$ cat src/rtl/rtc_uart_time_set.sv
// Serial time-set receiver: UART bytes framed as "T" HH MM SS CR become a BCD preset with a load strobe.
// Optional even-parity reception (8E1) is enabled by defining RTC_RX_PARITY_EN.
module rtc_uart_time_set #(
  parameter int CLKS_PER_BIT = 434,
  parameter int HALF_BIT     = CLKS_PER_BIT / 2
) (
  input  logic       clk,
  input  logic       rst,
  input  logic       rx_in,
  output logic       set_valid,
  output logic [1:0] set_hr1,
  output logic [3:0] set_hr0,
  output logic [2:0] set_min1,
  output logic [3:0] set_min0,
  output logic [2:0] set_sec1,
  output logic [3:0] set_sec0,
  output logic       frame_err,
  output logic       parse_err,
  output logic       busy
);

  localparam int                CNT_W     = $clog2(CLKS_PER_BIT);
  localparam logic [CNT_W-1:0] BIT_LAST  = CNT_W'(CLKS_PER_BIT - 1);
  localparam logic [CNT_W-1:0] HALF_LAST = CNT_W'(HALF_BIT - 1);

`ifdef RTC_RX_PARITY_EN
  typedef enum logic [2:0] {IDLE, START, DATA, PARITY, STOP} rx_state_t;
`else
  typedef enum logic [1:0] {IDLE, START, DATA, STOP} rx_state_t;
`endif

  rx_state_t        state_q, state_d;
  logic [CNT_W-1:0] cnt_q, cnt_d;
  logic [2:0]       bit_idx_q, bit_idx_d;
  logic [7:0]       shreg_q, shreg_d;
  logic             rx_m, rx_s, rx_d;
  logic             byte_valid, frame_bad, stop_ok;
  logic [2:0]       idx_q;
  logic [3:0]       digits [6];
`ifdef RTC_RX_PARITY_EN
  logic             par_err_q, par_err_d;
`endif

  function automatic logic time_in_range(input logic [3:0] h1, input logic [3:0] h0,
                                         input logic [3:0] m1, input logic [3:0] s1);
    return ((h1 < 4'd2) || (h1 == 4'd2 && h0 <= 4'd3)) && (m1 <= 4'd5) && (s1 <= 4'd5);
  endfunction

  assign busy = (state_q != IDLE);

  // Stage: line synchroniser plus previous-value flop for falling-edge detection
  always_ff @(posedge clk or negedge rst) begin
    if (!rst) begin
      rx_m <= 1'b1;
      rx_s <= 1'b1;
      rx_d <= 1'b1;
    end else begin
      rx_m <= rx_in;
      rx_s <= rx_m;
      rx_d <= rx_s;
    end
  end

  // Stage: bit-level receiver state
  always_ff @(posedge clk or negedge rst) begin
    if (!rst) begin
      state_q   <= IDLE;
      cnt_q     <= '0;
      bit_idx_q <= '0;
      shreg_q   <= '0;
`ifdef RTC_RX_PARITY_EN
      par_err_q <= 1'b0;
`endif
    end else begin
      state_q   <= state_d;
      cnt_q     <= cnt_d;
      bit_idx_q <= bit_idx_d;
      shreg_q   <= shreg_d;
`ifdef RTC_RX_PARITY_EN
      par_err_q <= par_err_d;
`endif
    end
  end

  always_comb begin
    state_d    = state_q;
    cnt_d      = cnt_q;
    bit_idx_d  = bit_idx_q;
    shreg_d    = shreg_q;
    byte_valid = 1'b0;
    frame_bad  = 1'b0;
`ifdef RTC_RX_PARITY_EN
    par_err_d  = par_err_q;
    stop_ok    = rx_s && !par_err_q;
`else
    stop_ok    = rx_s;
`endif
    case (state_q)
      IDLE: begin
        if (rx_d && !rx_s) begin
          state_d = START;
          cnt_d   = '0;
        end
      end
      START: begin
        if (cnt_q == HALF_LAST) begin
          cnt_d     = '0;
          bit_idx_d = '0;
          state_d   = rx_s ? IDLE : DATA;
        end else begin
          cnt_d = cnt_q + 1'b1;
        end
      end
      DATA: begin
        if (cnt_q == BIT_LAST) begin
          cnt_d     = '0;
          shreg_d   = {rx_s, shreg_q[7:1]};
          bit_idx_d = bit_idx_q + 3'd1;
`ifdef RTC_RX_PARITY_EN
          if (bit_idx_q == 3'd7) state_d = PARITY;
`else
          if (bit_idx_q == 3'd7) state_d = STOP;
`endif
        end else begin
          cnt_d = cnt_q + 1'b1;
        end
      end
`ifdef RTC_RX_PARITY_EN
      PARITY: begin
        if (cnt_q == BIT_LAST) begin
          cnt_d     = '0;
          par_err_d = ^{shreg_q, rx_s};
          state_d   = STOP;
        end else begin
          cnt_d = cnt_q + 1'b1;
        end
      end
`endif
      STOP: begin
        if (cnt_q == BIT_LAST) begin
          cnt_d   = '0;
          state_d = IDLE;
          if (stop_ok) byte_valid = 1'b1;
          else         frame_bad  = 1'b1;
        end else begin
          cnt_d = cnt_q + 1'b1;
        end
      end
      default: state_d = IDLE;
    endcase
  end

  // Stage: frame parser and registered outputs
  always_ff @(posedge clk or negedge rst) begin
    if (!rst) begin
      idx_q     <= '0;
      set_valid <= 1'b0;
      parse_err <= 1'b0;
      frame_err <= 1'b0;
      set_hr1   <= '0;
      set_hr0   <= '0;
      set_min1  <= '0;
      set_min0  <= '0;
      set_sec1  <= '0;
      set_sec0  <= '0;
    end else begin
      set_valid <= 1'b0;
      parse_err <= 1'b0;
      frame_err <= frame_bad;
      if (frame_bad) begin
        idx_q <= '0;
      end else if (byte_valid) begin
        if (idx_q == 3'd0) begin
          if (shreg_q == 8'h54) idx_q <= 3'd1;
        end else if (idx_q == 3'd7) begin
          idx_q <= '0;
          if (shreg_q == 8'h0D && time_in_range(digits[0], digits[1], digits[2], digits[4])) begin
            set_valid <= 1'b1;
            set_hr1   <= digits[0][1:0];
            set_hr0   <= digits[1];
            set_min1  <= digits[2][2:0];
            set_min0  <= digits[3];
            set_sec1  <= digits[4][2:0];
            set_sec0  <= digits[5];
          end else begin
            parse_err <= 1'b1;
          end
        end else if (shreg_q >= 8'h30 && shreg_q <= 8'h39) begin
          idx_q <= idx_q + 3'd1;
        end else if (shreg_q == 8'h54) begin
          idx_q <= 3'd1;
        end else begin
          idx_q     <= '0;
          parse_err <= 1'b1;
        end
      end
    end
  end

  // Digit buffer is pure data; the parser index alone decides what is valid
  always_ff @(posedge clk) begin
    if (byte_valid && idx_q != 3'd0 && idx_q != 3'd7 && shreg_q >= 8'h30 && shreg_q <= 8'h39)
      digits[idx_q - 3'd1] <= shreg_q[3:0];
  end

endmodule

$ cat config.mk
export PLATFORM = sky130hd
export DESIGN_NAME = rtc_uart_time_set
export DESIGN_NICKNAME = d
export VERILOG_FILES = /design/src/rtl/rtc_uart_time_set.sv
export SDC_FILE = /design/constraint.sdc
export NUM_CORES = 1
export LEC_CHECK = 0
export BUFFER_PORTS_ARGS = -buffer_cell sky130_fd_sc_hd__buf_2
export CAP_MARGIN = 20
export CORE_AREA = 2 2 78 80
export CTS_CLUSTER_SIZE = 28
export DETAILED_ROUTE_END_ITERATION = 10
export DIE_AREA = 0 0 80 82
export PLACE_DENSITY_LB_ADDON = 0.3
export SETUP_SLACK_MARGIN = 0.3
export SYNTH_ARGS = -nofsm -noshare
export SYNTH_HDL_FRONTEND = slang
export SYNTH_SLANG_ARGS = --single-unit
$ cat constraint.sdc
create_clock -name clk -period 2.6 [get_ports clk]
set_input_delay 0.52 -clock clk [delete_from_list [all_inputs] [get_ports clk]]
set_output_delay 0.52 -clock clk [all_outputs]
set_load 0.005 [all_outputs]
==> impl_metrics.env <==
export IMPL_syn_area_um2=3230
export IMPL_yosysUniqueCellTypes=49
export IMPL_post_cts_buffers=0
export IMPL_synth_top_area_frac=0.372
export IMPL_switching_share=0.243
export IMPL_pre_cts_ws_ns=0.252
export IMPL_fin_crit_ns=2.21
export IMPL_numPortBuffers=26
export IMPL_ys_flop_type="dfrtp_1"
export IMPL_endpoint_kind="flop"
export IMPL_numClockSinks=75
export IMPL_final_cell_mix="nand2_1 (50), dfrtp_1 (48), buf_2 (26)"
export IMPL_crit_type="reg2reg"
export IMPL_power_switching_uw=609
export IMPL_synth_mux_area_frac=0.0697
export IMPL_synth_compound_area_share=0.0670
export IMPL_viasPerCell=5.57
export IMPL_p_per_area_nw_per_um2=675
export IMPL_min_delay_path_class="in2async"
export IMPL_critical_path_max_fanout=6
export IMPL_postSynthAreaPerCell_um2=12.6
export IMPL_finalClockSkew_ns=0.00987
export IMPL_track_usage=0.201
export IMPL_die_h_um=82
export IMPL_hpwl_um=4280
export IMPL_multi_input_area_um2=1190
export IMPL_design_area_um2=3720
export IMPL_synth_top_family_by_area="simple AND/OR/NAND/NOR gates"
export IMPL_status="finished clean"
export IMPL_clk_latency_ns=0.34
export IMPL_io_pins=27
export IMPL_ys_warn_count=0
export IMPL_arrival_ns=2.22
export IMPL_cts_root_buf="clkbuf_8"
export IMPL_route_detailed_drc=0
export IMPL_wl_per_cell_um=16.0
export IMPL_cap_violations=0
export IMPL_regArea_um2=2000
export IMPL_yosys_area_top_type="dfrtp_1"
export IMPL_yosys_area_share_simple=0.178
export IMPL_grt_setup_unrepaired="true"
export IMPL_nets=309
export IMPL_synth_edf_count=24
export IMPL_cts_buffers_inserted=9
export IMPL_relSlewSlack=0.559
export IMPL_synthArstFlopShare=0.680
export IMPL_die_area_um2=6560
export IMPL_p_int_uw=1900
export IMPL_grt_overflow_total=0
export IMPL_fin_util=0.647
export IMPL_vias=2099
export IMPL_first_iter_violations=180
export IMPL_synth_net_count=269
export IMPL_grt_pass1_wl_um=9780
export IMPL_final_hold_violation_count=0
export IMPL_drive_gt1_frac=0.275
export IMPL_dieWidth_um=80
export IMPL_core_area_um2=5750
export IMPL_dpl_instance_area_um2=3480
export IMPL_tns_ns=0
export IMPL_ys_ff_latch=75
export IMPL_grt_antenna_before_repair=0
export IMPL_firstDrtPassIters=4
export IMPL_start_util=0.563
export IMPL_cp_data_required_time_ns=2.61
export IMPL_power_frac_seq=0.534
export IMPL_cts_tree="built"
export IMPL_htreeDepth=3
export IMPL_finalCritPeriodShare=0.850
export IMPL_n_fill_cell=436
export IMPL_clockPowerShare=0.378
export IMPL_r2r_slack_ns=0.39
export IMPL_num_antenna_cells=0
export IMPL_grt_max_degree=29
export IMPL_tightest_slew_ns=0.662
export IMPL_ant_nets=0
export IMPL_drv_slew=0
export IMPL_wirelength_um=6040
export IMPL_clk_pin_slew_ns=0.07
export IMPL_yosysSeqAreaShare=0.619
export IMPL_synth_area_leaders="dfrtp_1 (37%), edfxtp_1 (22%), mux2_2 (7.0%)"
export IMPL_cp_start_kind="flop"
export IMPL_synth_fa_ha_area_frac=0.0348
export IMPL_p_comb_frac=0.088
export IMPL_place_gp_congestion=0.801
export IMPL_peakVddDrop_mv=0.577
export IMPL_syn_inst=257
export IMPL_clock_fmax_ghz=0.452
export IMPL_rows=28
export IMPL_setup_viol=0
export IMPL_cts_buffer_depth=2
export IMPL_synth_xor_area_frac=0.0108
export IMPL_grt_pass1_vias=2058
export IMPL_setup_ws_ns=0.389
export IMPL_final_common_cell="nand2_1"
export IMPL_area_growth_syn_to_layout_pct=14.9
export IMPL_total_leakage_power_uw=0.00168
## through the flow
| stage | std cells | total power [uW] | hold WS [ns] |
|---|---|---|---|
| 2_1_floorplan | 257 | 1510 | 0.224 |
| 3_3_place_gp | 361 | 1570 | 0.346 |
| 3_5_place_dp | 361 | 1580 | 0.349 |
| 4_1_cts | 377 | 2530 | 0.199 |
| 5_1_grt | 377 | 2620 | 0.237 |
| 6_report | 377 | 2510 | 0.198 |
## power by group through the flow
stage | Sequential [uW] | Combinational (uW) | Clock, uW
after floorplan | 1340 | 163 | 0
after global placement | 1360 | 215 | 0
after detailed placement | 1360 | 223 | 0
after CTS | 1340 | 225 | 971
after global routing | 1350 | 259 | 1020
final | 1340 | 221 | 948
## Yosys cell counts, drive strengths merged (2+ instances only)
| cell | number |
|---|---|
| and2 | 2 |
| ha | 9 |
| clkbuf | 4 |
| edfxtp | 24 |
| a21oi | 4 |
| inv | 8 |
| and4b | 3 |
| nor2b | 2 |
| nand2 | 50 |
| mux2 | 20 |
| dfstp | 3 |
| xor2 | 3 |
| o22ai | 7 |
| nor2 | 6 |
| nor4 | 3 |
| nand4 | 3 |
| nand3 | 7 |
| nand4b | 2 |
| nand4bb | 2 |
| dfrtp | 48 |
| nor3 | 11 |
| nor4b | 5 |
| o31a | 2 |
| a21boi | 2 |
| o21ai | 5 |
| o21a | 3 |
| nand2b | 2 |
## registers in the layout, summed over array words and instances (netlist names), 2 cells and up, named ones only
name,count
set_sec0,4
shreg_q,8
set_sec1,3
bit_idx_q,3
set_min0,4
idx_q,3
set_min1,3
set_hr0,4
set_hr1,2
cnt_q,9
digits,24
## metal layers
metal  vias to the layer above  GRT usage  part of all wire  wire [um]
li1                       1015          -                 -          -
met1                      1030      0.236              0.43       2590
met2                        50      0.355              0.52       3140
met3                         4     0.0505             0.043        260
met4                         0     0.0780            0.0076         46
met5                         -          0                 0          0
## kinds of logic after synthesis
family / after synthesis
adders and majority gates: 9
buffers and inverters: 13
DFF: 75
and+or+nand+nor: 105
xor gates and xnor gates: 4
muxes: 20
AOI/OAI and AO/OA: 31
## layout make-up
| type | count | area share |
|---|---|---|
| Inverter | 8 | 0.00808 |
| Tap cell | 75 | 0.0253 |
| Timing Repair Buffer | 34 | 0.0522 |
| Clock inverter | 5 | 0.0212 |
| Sequential cell | 75 | 0.538 |
| Multi-Input combinational cell | 169 | 0.320 |
| Clock buffer | 11 | 0.0354 |
## worst paths after layout
check                                startpoint                       to  cells past startpoint
min                                         rst  set_sec1[2]$_DFFE_PN0P_                      1
min in group clk                          rx_in           rx_m$_DFF_PN1_                      1
max                        idx_q[0]$_DFFE_PN0P_   digits[0][2]$_DFFE_PP_                      6
max in group asynchronous                   rst           rx_m$_DFF_PN1_                      2
max reg2reg                idx_q[0]$_DFFE_PN0P_   digits[0][2]$_DFFE_PP_                      6
min reg2reg                      rx_m$_DFF_PN1_           rx_s$_DFF_PN1_                      0
## repair_timing
action / in CTS / in global routing
resized for setup: 0 / 5
endpoints found under the hold margin: 0 / 0
hold buffers: 0 / 0
setup endpoints to repair: 6 / 33
gates cloned: 0 / 0
## critical path, cell delays in order, from the launching register on
cell,delay (ns)
dfrtp_1,0.46
inv_1,0.15
ha_1,0.22
or2b_2,0.21
nand4_4,0.14
nand4bb_1,0.34
nor2_1,0.36
(Power assumes the default switching activity.)
